File: config.mk
export PLATFORM = sky130hd
export DESIGN_NAME = spi_reg_bank
export DESIGN_NICKNAME = d
export VERILOG_FILES = /design/src/rtl/spi_reg_pkg.sv /design/src/rtl/reg_pulse_stretch.sv /design/src/rtl/spi_reg_bank.sv
export SDC_FILE = /design/constraint.sdc
export NUM_CORES = 1
export LEC_CHECK = 0
export BUFFER_PORTS_ARGS = -buffer_cell sky130_fd_sc_hd__buf_2
export CAP_MARGIN = 20
export CORE_MARGIN = 2
export CORE_UTILIZATION = 25
export CTS_BUF_LIST = sky130_fd_sc_hd__clkbuf_8
export DETAILED_ROUTE_END_ITERATION = 8
export GPL_TIMING_DRIVEN = 0
export SLEW_MARGIN = 15
export SYNTH_ARGS = -nofsm -noshare
export SYNTH_HDL_FRONTEND = slang
export SYNTH_SLANG_ARGS = --single-unit
File: constraint.sdc
create_clock -name clk -period 4.8 [get_ports clk]
set_input_delay 0.72 -clock clk [delete_from_list [all_inputs] [get_ports clk]]
set_output_delay 0.72 -clock clk [all_outputs]
set_load 0.005 [all_outputs]
File: src/rtl/spi_reg_pkg.sv
// Shared constants for the SPI register bank: register addresses, STATUS bit
// positions and the coefficient handshake state encoding.
package spi_reg_pkg;

    localparam int ADDR_CTRL       = 8'h00;
    localparam int ADDR_SHIFT_BASE = 8'h01;
    localparam int ADDR_STATUS     = 8'h08;
    localparam int ADDR_MEAS_CNT   = 8'h09;
    localparam int ADDR_ID         = 8'h3F;

    localparam int STAT_BUSY    = 0;
    localparam int STAT_TIMEOUT = 1;
    localparam int STAT_OVERRUN = 2;
    localparam int STAT_BADADDR = 3;

    typedef enum logic [1:0] {
        ST_IDLE    = 2'd0,
        ST_RD_WAIT = 2'd1,
        ST_WR_WAIT = 2'd2
    } state_t;

endpackage

File: src/rtl/reg_pulse_stretch.sv
// Retriggerable pulse generator: a trigger holds the output high for exactly
// PULSE_LEN cycles, restarting the count if it arrives while already high.
module reg_pulse_stretch #(
    parameter int PULSE_LEN = 2
) (
    input  logic clk,
    input  logic rst,
    input  logic trigger,
    output logic pulse
);

    localparam int CNT_W = $clog2(PULSE_LEN + 1);

    logic [CNT_W-1:0] cnt_q;

    always_ff @(posedge clk or posedge rst) begin
        if (rst) begin
            cnt_q <= '0;
        end else if (trigger) begin
            cnt_q <= CNT_W'(PULSE_LEN);
        end else if (cnt_q != '0) begin
            cnt_q <= cnt_q - 1'b1;
        end
    end

    assign pulse = (cnt_q != '0);

endmodule

File: src/rtl/spi_reg_bank.sv
// SPI register decoder and configuration bank: control pulses, per-channel
// shifts, sticky status, measurement counter and handshaked coefficient access.
module spi_reg_bank
    import spi_reg_pkg::*;
#(
    parameter int ADDR_W      = 7,
    parameter int DATA_W      = 24,
    parameter int COEF_IDX_W  = 4,
    parameter int N_CH        = 2,
    parameter int SHIFT_W     = 5,
    parameter int PULSE_LEN   = 2,
    parameter int ACK_TIMEOUT = 15,
    parameter logic [DATA_W-1:0] DEVICE_ID = DATA_W'(24'hF0CCAB),
    localparam int CH_W = (N_CH > 1) ? $clog2(N_CH) : 1
) (
    input  logic                    clk,
    input  logic                    rst,
    input  logic [ADDR_W-1:0]       spi_addr,
    input  logic                    spi_addr_rdy,
    input  logic                    spi_rw,
    input  logic [DATA_W-1:0]       spi_data,
    input  logic                    spi_data_rdy,
    output logic [DATA_W-1:0]       spi_data_tx,
    output logic                    soft_rst,
    output logic                    fir_flush,
    output logic [CH_W-1:0]         coef_ch,
    output logic [COEF_IDX_W-1:0]   coef_idx,
    output logic [DATA_W-1:0]       coef_wdata,
    output logic                    coef_req,
    output logic                    coef_we,
    input  logic                    coef_ack,
    input  logic [DATA_W-1:0]       coef_rdata,
    output logic [N_CH*SHIFT_W-1:0] shift_out,
    input  logic                    meas_done
);

    localparam int TMR_W = $clog2(ACK_TIMEOUT + 1);

    if (1 + CH_W + COEF_IDX_W > ADDR_W) begin : g_cfg_check
        $error("spi_reg_bank: ADDR_W too narrow for channel and index fields");
    end

    state_t state_q, state_d;

    logic addr_rdy_q, addr_rdy_q2, data_rdy_q, data_rdy_q2;
    logic addr_edge, data_edge;
    logic [TMR_W-1:0] timer_q;
    logic [SHIFT_W-1:0] shift_q [N_CH];
    logic [3:0] err_q, err_set, err_clr;
    logic [DATA_W-1:0] meas_cnt_q;
    logic rd_pend_q;
    logic [ADDR_W-1:0] rd_addr_q;
    logic [DATA_W-1:0] rd_val;

    int addr_val, rd_addr_val;
    logic is_coef, ch_ok, reg_ok, idle;
    logic [CH_W-1:0] a_ch;
    logic [COEF_IDX_W-1:0] a_idx;
    logic rd_coef_start, wr_coef_start, rd_reg, wr_reg, wr_bad_coef;
    logic bad_evt, overrun_evt, timeout_evt;
    logic soft_trig, flush_trig, meas_clr;

    // The edge is taken from the registered copy, so it is acted on one cycle after sampling.
    always_ff @(posedge clk or posedge rst) begin
        if (rst) begin
            addr_rdy_q  <= 1'b0;
            addr_rdy_q2 <= 1'b0;
            data_rdy_q  <= 1'b0;
            data_rdy_q2 <= 1'b0;
        end else begin
            addr_rdy_q  <= spi_addr_rdy;
            addr_rdy_q2 <= addr_rdy_q;
            data_rdy_q  <= spi_data_rdy;
            data_rdy_q2 <= data_rdy_q;
        end
    end

    assign addr_edge = addr_rdy_q & ~addr_rdy_q2;
    assign data_edge = data_rdy_q & ~data_rdy_q2;

    assign addr_val = int'(spi_addr);
    assign is_coef  = spi_addr[ADDR_W-1];
    assign a_ch     = spi_addr[COEF_IDX_W +: CH_W];
    assign a_idx    = spi_addr[COEF_IDX_W-1:0];
    assign ch_ok    = int'(a_ch) < N_CH;
    assign idle     = (state_q == ST_IDLE);

    always_comb begin
        reg_ok = 1'b0;
        if (addr_val == ADDR_CTRL || addr_val == ADDR_STATUS ||
            addr_val == ADDR_MEAS_CNT || addr_val == ADDR_ID) begin
            reg_ok = 1'b1;
        end
        if (addr_val >= ADDR_SHIFT_BASE && addr_val < ADDR_SHIFT_BASE + N_CH) begin
            reg_ok = 1'b1;
        end
    end

    // A coefficient read to a missing channel goes through the register read path and returns 0.
    assign rd_coef_start = idle & addr_edge &  spi_rw &  is_coef & ch_ok;
    assign wr_coef_start = idle & data_edge & ~spi_rw &  is_coef & ch_ok;
    assign rd_reg        = idle & addr_edge &  spi_rw & ~(is_coef & ch_ok);
    assign wr_reg        = idle & data_edge & ~spi_rw & ~is_coef;
    assign wr_bad_coef   = idle & data_edge & ~spi_rw &  is_coef & ~ch_ok;

    assign bad_evt     = (rd_reg | wr_reg | wr_bad_coef) & ~(~is_coef & reg_ok);
    assign overrun_evt = ~idle & (addr_edge | data_edge);
    assign timeout_evt = ~idle & ~coef_ack & (timer_q == TMR_W'(ACK_TIMEOUT - 1));

    assign soft_trig  = wr_reg & (addr_val == ADDR_CTRL) & spi_data[0];
    assign flush_trig = wr_reg & (addr_val == ADDR_CTRL) & spi_data[1];
    assign meas_clr   = wr_reg & (addr_val == ADDR_MEAS_CNT);

    always_comb begin
        err_set               = '0;
        err_set[STAT_TIMEOUT] = timeout_evt;
        err_set[STAT_OVERRUN] = overrun_evt;
        err_set[STAT_BADADDR] = bad_evt;
        err_clr               = '0;
        if (wr_reg && addr_val == ADDR_STATUS) begin
            err_clr = {spi_data[3:1], 1'b0};
        end
    end

    always_ff @(posedge clk or posedge rst) begin
        if (rst) begin
            state_q <= ST_IDLE;
        end else begin
            state_q <= state_d;
        end
    end

    // Ack is checked before the timer, so an ack on the final cycle wins.
    always_comb begin
        state_d  = state_q;
        coef_req = 1'b0;
        coef_we  = 1'b0;
        unique case (state_q)
            ST_IDLE: begin
                if (rd_coef_start) begin
                    state_d = ST_RD_WAIT;
                end else if (wr_coef_start) begin
                    state_d = ST_WR_WAIT;
                end
            end
            ST_RD_WAIT, ST_WR_WAIT: begin
                coef_req = 1'b1;
                coef_we  = (state_q == ST_WR_WAIT);
                if (coef_ack || timeout_evt) begin
                    state_d = ST_IDLE;
                end
            end
            default: state_d = ST_IDLE;
        endcase
    end

    always_ff @(posedge clk or posedge rst) begin
        if (rst) begin
            timer_q <= '0;
        end else if (idle) begin
            timer_q <= '0;
        end else begin
            timer_q <= timer_q + 1'b1;
        end
    end

    assign rd_addr_val = int'(rd_addr_q);

    always_comb begin
        rd_val = '0;
        if (rd_addr_val == ADDR_STATUS) begin
            rd_val[3:0] = err_q | {3'b000, ~idle};
        end else if (rd_addr_val == ADDR_MEAS_CNT) begin
            rd_val = meas_cnt_q;
        end else if (rd_addr_val == ADDR_ID) begin
            rd_val = DEVICE_ID;
        end
        for (int c = 0; c < N_CH; c++) begin
            if (rd_addr_val == ADDR_SHIFT_BASE + c) begin
                rd_val[SHIFT_W-1:0] = shift_q[c];
            end
        end
    end

    always_ff @(posedge clk or posedge rst) begin
        if (rst) begin
            spi_data_tx <= '0;
            rd_pend_q   <= 1'b0;
            rd_addr_q   <= '0;
            coef_ch     <= '0;
            coef_idx    <= '0;
            coef_wdata  <= '0;
            err_q       <= '0;
            meas_cnt_q  <= '0;
            for (int c = 0; c < N_CH; c++) begin
                shift_q[c] <= '0;
            end
        end else begin
            rd_pend_q <= rd_reg;
            if (rd_reg) begin
                rd_addr_q <= spi_addr;
            end
            if (rd_pend_q) begin
                spi_data_tx <= rd_val;
            end else if (state_q == ST_RD_WAIT && coef_ack) begin
                spi_data_tx <= coef_rdata;
            end else if (state_q == ST_RD_WAIT && timeout_evt) begin
                spi_data_tx <= '0;
            end
            if (rd_coef_start || wr_coef_start) begin
                coef_ch  <= a_ch;
                coef_idx <= a_idx;
            end
            if (wr_coef_start) begin
                coef_wdata <= spi_data;
            end
            for (int c = 0; c < N_CH; c++) begin
                if (wr_reg && addr_val == ADDR_SHIFT_BASE + c) begin
                    shift_q[c] <= spi_data[SHIFT_W-1:0];
                end
            end
            err_q <= (err_q & ~err_clr) | err_set;
            if (meas_clr) begin
                meas_cnt_q <= meas_done ? DATA_W'(1) : '0;
            end else if (meas_done && meas_cnt_q != '1) begin
                meas_cnt_q <= meas_cnt_q + 1'b1;
            end
        end
    end

    for (genvar c = 0; c < N_CH; c++) begin : g_shift_out
        assign shift_out[c*SHIFT_W +: SHIFT_W] = shift_q[c];
    end

    reg_pulse_stretch #(.PULSE_LEN(PULSE_LEN)) u_soft_rst (
        .clk     (clk),
        .rst     (rst),
        .trigger (soft_trig),
        .pulse   (soft_rst)
    );

    reg_pulse_stretch #(.PULSE_LEN(PULSE_LEN)) u_fir_flush (
        .clk     (clk),
        .rst     (rst),
        .trigger (flush_trig),
        .pulse   (fir_flush)
    );

endmodule

# Yosys cells after proc, flatten, opt, wreduce, memory -nomap -nowiden
# Cells that the tools add are included.
word_totals:
  out_inout_bits: 67
  word_cells: 120
  regBits: 113
op_classes:
  n_addsub: 4
  bitwise_logic: 32
  n_mux: 26
  n_eq_ne: 16
  reduce_logical: 22
  magnitude_cmp: 2
ops:
  columns: ["op", "count"]
  rows:
  - ["$mux 24", 7]
  - ["$logic_not 32->1", 1]
  - ["$eq 7x5->1 const B", 4]
  - ["$add 24x1->24 const B", 1]
  - ["$ne 24x24->1 const B", 1]
  - ["$mux 20", 1]
  - ["$and 1x1->1", 19]
  - ["$eq 7x2->1 const B", 2]
  - ["$eq 7x3->1 const B", 2]
  - ["$eq 7x7->1 const B", 2]
  - ["$mux 2", 7]
  - ["$mux 4", 3]
  - ["$mux 5", 2]
  - ["$reduce_bool 2->1", 5]
  - ["$ge 7x1->1 const B", 1]
  - ["$logic_and 1x1->1", 7]
  - ["$lt 7x2->1 const B", 1]
  - ["$not 1->1", 7]
  - ["$logic_or 1x1->1", 5]
  - ["$mux 1", 5]
  - ["$add 4x1->4 const B", 1]
  - ["$and 4x4->4", 1]
  - ["$eq 4x4->1 const B", 1]
  - ["$not 4->4", 1]
  - ["other kinds (13)", 15]

# Longest topological paths before layout
logic_depth:
  depth_word: 10
  mapped_depth: 9
  depth_no_buf: 7

# Hierarchy
# From an unflattened synthesis, not the netlist that was laid out.
unflattened:
  hier_cells: 500
  hier_area_um2: 5410.2
modules_own_cells:
  columns: ["mod", "n_inst", "cells_each", "area_each_um2"]
  rows:
  - ["spi_reg_bank", 1, 476, 5187.5]
  - ["reg_pulse_stretch", 2, 12, 111.4]

# Least setup slack after synthesis
# No wires, ideal clock.
synth_timing:
  path_kind: "input-to-reg"
  from: "in spi_addr[2]"
  to: "reg shift_q, in the netlist shift_out[0]"
  t_arrival_ns: 1.937
  t_required_ns: 4.675
  setup_ns: 0.125
  setup_slack_ns: 2.738
  path_stages: 5
  cell_sequence: "nor4_4 > nand4b_2 > or3b_1 > buf_2 > mux2_2"
synth_between:
  elab_chain_len: 2
synth_lines:
  columns: ["element", "line_no", "source"]
  rows:
  - ["start, declared", "spi_reg_bank.sv:18", "input logic [ADDR_W-1:0] spi_addr,"]
  - ["$eq 7x2->1", "spi_reg_bank.sv:218", "if (wr_reg && addr_val == ADDR_SHIFT_BASE + c) begin"]
  - ["$logic_and 1x1->1", "spi_reg_bank.sv:218", null]
  - ["end signal, assigned by index", "spi_reg_bank.sv:219", "shift_q[c] <= spi_data[SHIFT_W-1:0];"]
  - ["end, declared", "spi_reg_bank.sv:48", "logic [SHIFT_W-1:0] shift_q [N_CH];"]
# Every way passes these cells.
# A chain may end at the register's enable or synchronous reset.

# Worst setup path after layout
layout_timing:
  from: "reg state_q[0]"
  to: "reg spi_data_tx[1]"
layout_between:
  elab_chain_len: 6
layout_lines:
  columns: ["element", "line_no", "source"]
  rows:
  - ["start, declared", "spi_reg_bank.sv:43", "state_t state_q, state_d;"]
  - ["start signal, assigned", "spi_reg_bank.sv:129", "state_q <= state_d;"]
  - ["$logic_not 2->1", "spi_reg_bank.sv:86", "assign idle = (state_q == ST_IDLE);"]
  - ["$not 1->1", "spi_reg_bank.sv:108", "assign timeout_evt = ~idle & ~coef_ack & (timer_q == TMR_W'(ACK_TIMEOUT - 1));"]
  - ["$and 1x1->1 (2 in series)", "spi_reg_bank.sv:108", null]
  - ["$logic_and 1x1->1", "spi_reg_bank.sv:207", "end else if (state_q == ST_RD_WAIT && timeout_evt) begin"]
  - ["$reduce_bool 3->1 (no source line)", null, null]
  - ["end signal, assigned", "spi_reg_bank.sv:204", "spi_data_tx <= rd_val;"]
  - ["end signal, assigned", "spi_reg_bank.sv:206", "spi_data_tx <= coef_rdata;"]
  - ["end, declared", "spi_reg_bank.sv:23", "output logic [DATA_W-1:0] spi_data_tx,"]
# Parallel ways exist; a longest one is shown, timed or not.

==> impl_metrics.csv <==
group,metric,value,unit
power,p_clk_share,24.0,%
min_path,hold_path.class,"input pin to asynchronous set/reset pin",
detailed_routing,vias,4221,
synth,ys_ff_latch,112,
synth,synth_area_leaders,"dfrtp_1, mux2_2, a21oi_1",
detailed_routing,wl_per_cell,15.5,um
timing,slew_viol_final,0,
detailed_routing,drt_wl_total,13900,um
power,seqPwrFrac,45.3,%
die,io_pins,129,
placement,routabilityCongestion,0.808,
synth,synth_top_cell_area_share,53.0,%
timing,hold_slack,0.280,ns
timing,fmax,405,MHz
timing,finalSetupViolCount,0,
timing,relSlewSlack,44.1,%
worst_setup_path,crit_buf_inv,3,
global_route,grt-ovfl-total,0,
power,p_sw,0.00100,W
worst_setup_path,worstPathArrival,2.80,ns
timing,hold_viol,0,
clocking,cts.path.max_buffers,2,
finish,final_cell_mix,"buf_2, dfrtp_1, nor2_1, mux2_2, a21oi_1",
worst_setup_path,cp-start-kind,"register",
timing,worst_slew_pin_slew,0.832,ns
detailed_routing,drtAntennaViolNets,0,
clocking,clk_pin_slew,0.12,ns
power,finalPower,0.00313,W
die,initial_core_util,25.3,%
detailed_routing,via_per_inst,4.70,
global_route,grt_pass1_vias,4040,
worst_setup_path,crit_fanout,10,
run,max_cap_viol_count,0,
clocking,cts_max_level,3,
global_route,antenna_found_initial,0,
finish,drive_above_1_share,33.9,%
clocking,cts_setup_buffers,0,
power,intPower,0.00213,W
synth,synthFlopType,"dfrtp_1",
die,coreArea,20900,um2
clocking,hold_buffers,0,
power,peakVddDrop,0.194,mV
synth,netlist_instances,478,
worst_setup_path,crit_type,"register to register",
die,rows,53,
power,power_density,477,nW/um2
worst_setup_path,crit_top_cell,"a21oi_1",
timing,rsz0062_at_grt,"false",
synth,yosys.area.top_type,"dfrtp_1",
run_status,status,"finished clean",
synth,synth-edff-count,0,
worst_setup_path,path_delay_family,"buffers and inverters",
detailed_routing,first_iter_violations,352,
placement,io_buffers,128,
synth,syn_avg_cell_area,11.1,um2
die,die_w,149,um
synth,synth_cell_type_count,60,
placement,dpl.hpwl,10300,um
clocking,ctsResizeCount,0,
die,die_h,149,um
worst_setup_path,slowest_delay,0.57,ns
worst_setup_path,r2r_cells,9,
clocking,cts_root_buf,"clkbuf_8",
clocking,clock-sinks,112,
detailed_routing,drc,0,
worst_setup_path,path_cells,"inv_1 > ha_1 > buf_4 > nand4b_1 > nand2b_1 > a21oi_1 > clkbuf_1 > a21oi_1 > a21oi_1",
placement,dp_cells,882,
power,p_comb_share,30.7,%
synth,ys_seq_area_share,53.0,%
worst_setup_path,slowest_stage,"clkbuf_1",
worst_setup_path,required,5.13,ns
synth,ys_async_sr_fraction,100,%
finish,final_common_cell,"buf_2",
finish,stdcell_count,898,
power,switching_share,32.0,%
finish,nFillCells,2193,
power,p_leak,3.08,nW
worst_setup_path,cp-end-kind,"register",
clocking,cts_tree,"done",
synth,ys_warn_count,0,
synth,synth.cell_area,5290,um2
global_route,grt_pass1_wl,22300,um
finish,nets,688,
timing,min_period,2.47,ns
synth,syn-num-nets,548,
timing,clock_skew,0.0145,ns
finish,syn_to_final_growth,24.2,%
global_route,grt_max_degree,82,
die,dieArea,22300,um2
global_route,grt_usage,12.9,%
worst_setup_path,path_depth,9,
finish,antenna_cells,0,
clocking,numCtsBuffers,9,
detailed_routing,dr.pass1.iters,5,
clocking,clk-insertion-delay-late,0.40,ns
timing,fin_crit_sh,51.5,%
-- sequential cells by signal, summed over array words and instances (netlist names) --
| name | flops |
|---|---|
| shift_out | 10 |
| addr_rdy_q | 1 |
| rd_addr_q | 7 |
| rd_pend_q | 1 |
| u_soft_rst.cnt_q | 2 |
| coef_ch | 1 |
| addr_rdy_q2 | 1 |
| timer_q | 4 |
| data_rdy_q | 1 |
| spi_data_tx | 24 |
| err_q | 3 |
| u_fir_flush.cnt_q | 2 |
| coef_wdata | 24 |
| meas_cnt_q | 24 |
| data_rdy_q2 | 1 |
| state_q | 2 |
| coef_idx | 4 |
-- cell families after synthesis --
group | count (synthesis) | synth area share, %
muxes | 47 | 9.94
and+or+nand+nor | 146 | 15.0
AOI/OAI and AO/OA | 97 | 12.9
DFF | 112 | 53.0
xor gates and xnor gates | 20 | 3.31
buffers and inverters | 48 | 3.95
adders and majority gates | 8 | 1.89
-- worst paths after layout --
| path | slack [ns] | startpoint | endpoint |
|---|---|---|---|
| hold reg to reg | 0.40 | addr_rdy_q | addr_rdy_q2 |
| max in group asynchronous | 3.80 | rst | meas_cnt_q[5] |
| min in group clk | 0.40 | addr_rdy_q | addr_rdy_q2 |
| hold / removal | 0.28 | rst | spi_data_tx[8] |
| setup reg to reg | 2.33 | state_q[0] | spi_data_tx[1] |
| setup / recovery | 2.33 | state_q[0] | spi_data_tx[1] |
-- power by group through the flow --
stage / sequential [W] / combinational [W] / clock [W]
after floorplan: 0.00143 / 0.000560 / 0
after global placement: 0.00143 / 0.000950 / 0
after detailed placement: 0.00144 / 0.000974 / 0
after CTS: 0.00142 / 0.000977 / 0.000779
after global routing: 0.00147 / 0.00110 / 0.000821
final: 0.00142 / 0.000963 / 0.000751
-- cell usage after synthesis, types with 2 or more instances --
| cell type | number |
|---|---|
| o2111ai_1 | 2 |
| o22ai_1 | 3 |
| a211oi_1 | 7 |
| nand4_1 | 8 |
| nor4_1 | 2 |
| dfrtp_1 | 112 |
| a22oi_1 | 11 |
| xor2_1 | 4 |
| o211ai_1 | 2 |
| nand2_1 | 28 |
| buf_6 | 2 |
| a221o_1 | 2 |
| nor2b_1 | 7 |
| or4_1 | 2 |
| mux2i_1 | 3 |
| and3_1 | 4 |
| buf_4 | 2 |
| nand3_1 | 13 |
| nand2b_1 | 7 |
| ha_1 | 8 |
| buf_2 | 4 |
| o22a_1 | 2 |
| mux2_2 | 44 |
| nor2_1 | 44 |
| and4_4 | 3 |
| a41oi_1 | 2 |
| or3_1 | 4 |
| o31ai_1 | 2 |
| o21ai_0 | 6 |
| a21oi_1 | 33 |
| nor3_1 | 8 |
| xnor2_1 | 16 |
| inv_1 | 29 |
| a21o_1 | 3 |
| o21a_1 | 4 |
| clkbuf_1 | 10 |
| o221ai_1 | 2 |
| and2_1 | 3 |
| a222oi_1 | 9 |
-- layout make-up --
cell class                      instances  area [um2]  area share [%]
Tap cell                              275         344            5.24
Timing Repair Buffer                  129         668            10.2
Clock inverter                          7         141            2.15
Buffer                                 19         100            1.52
Multi-Input combinational cell        318        2280            34.7
Clock buffer                            9         124            1.88
Sequential cell                       112        2800            42.7
Inverter                               29         114            1.73
-- routing by layer --
layer,up-vias,track usage [%],part of all wire (%)
met2,155,19.0,44
met4,0,4.57,1.6
met1,2043,18.9,49
met5,-,0,0
met3,17,2.53,6.2
li1,2006,-,-
-- through the flow --
| stage | cell area [um2] | utilization, % | worst slack [ns] | setup TNS [ns] |
|---|---|---|---|---|
| floorplan | 5290 | - | 1.12 | 0 |
| global placement | 6270 | 30.0 | -0.445 | -48.06 |
| detailed placement | 6310 | 30.2 | 2.39 | 0 |
| CTS | 6570 | 31.5 | 2.36 | 0 |
| global route | 6570 | 31.5 | 2.10 | 0 |
| finish | 6570 | 31.5 | 2.33 | 0 |
Note: power is estimated with default switching activity, not from simulation.
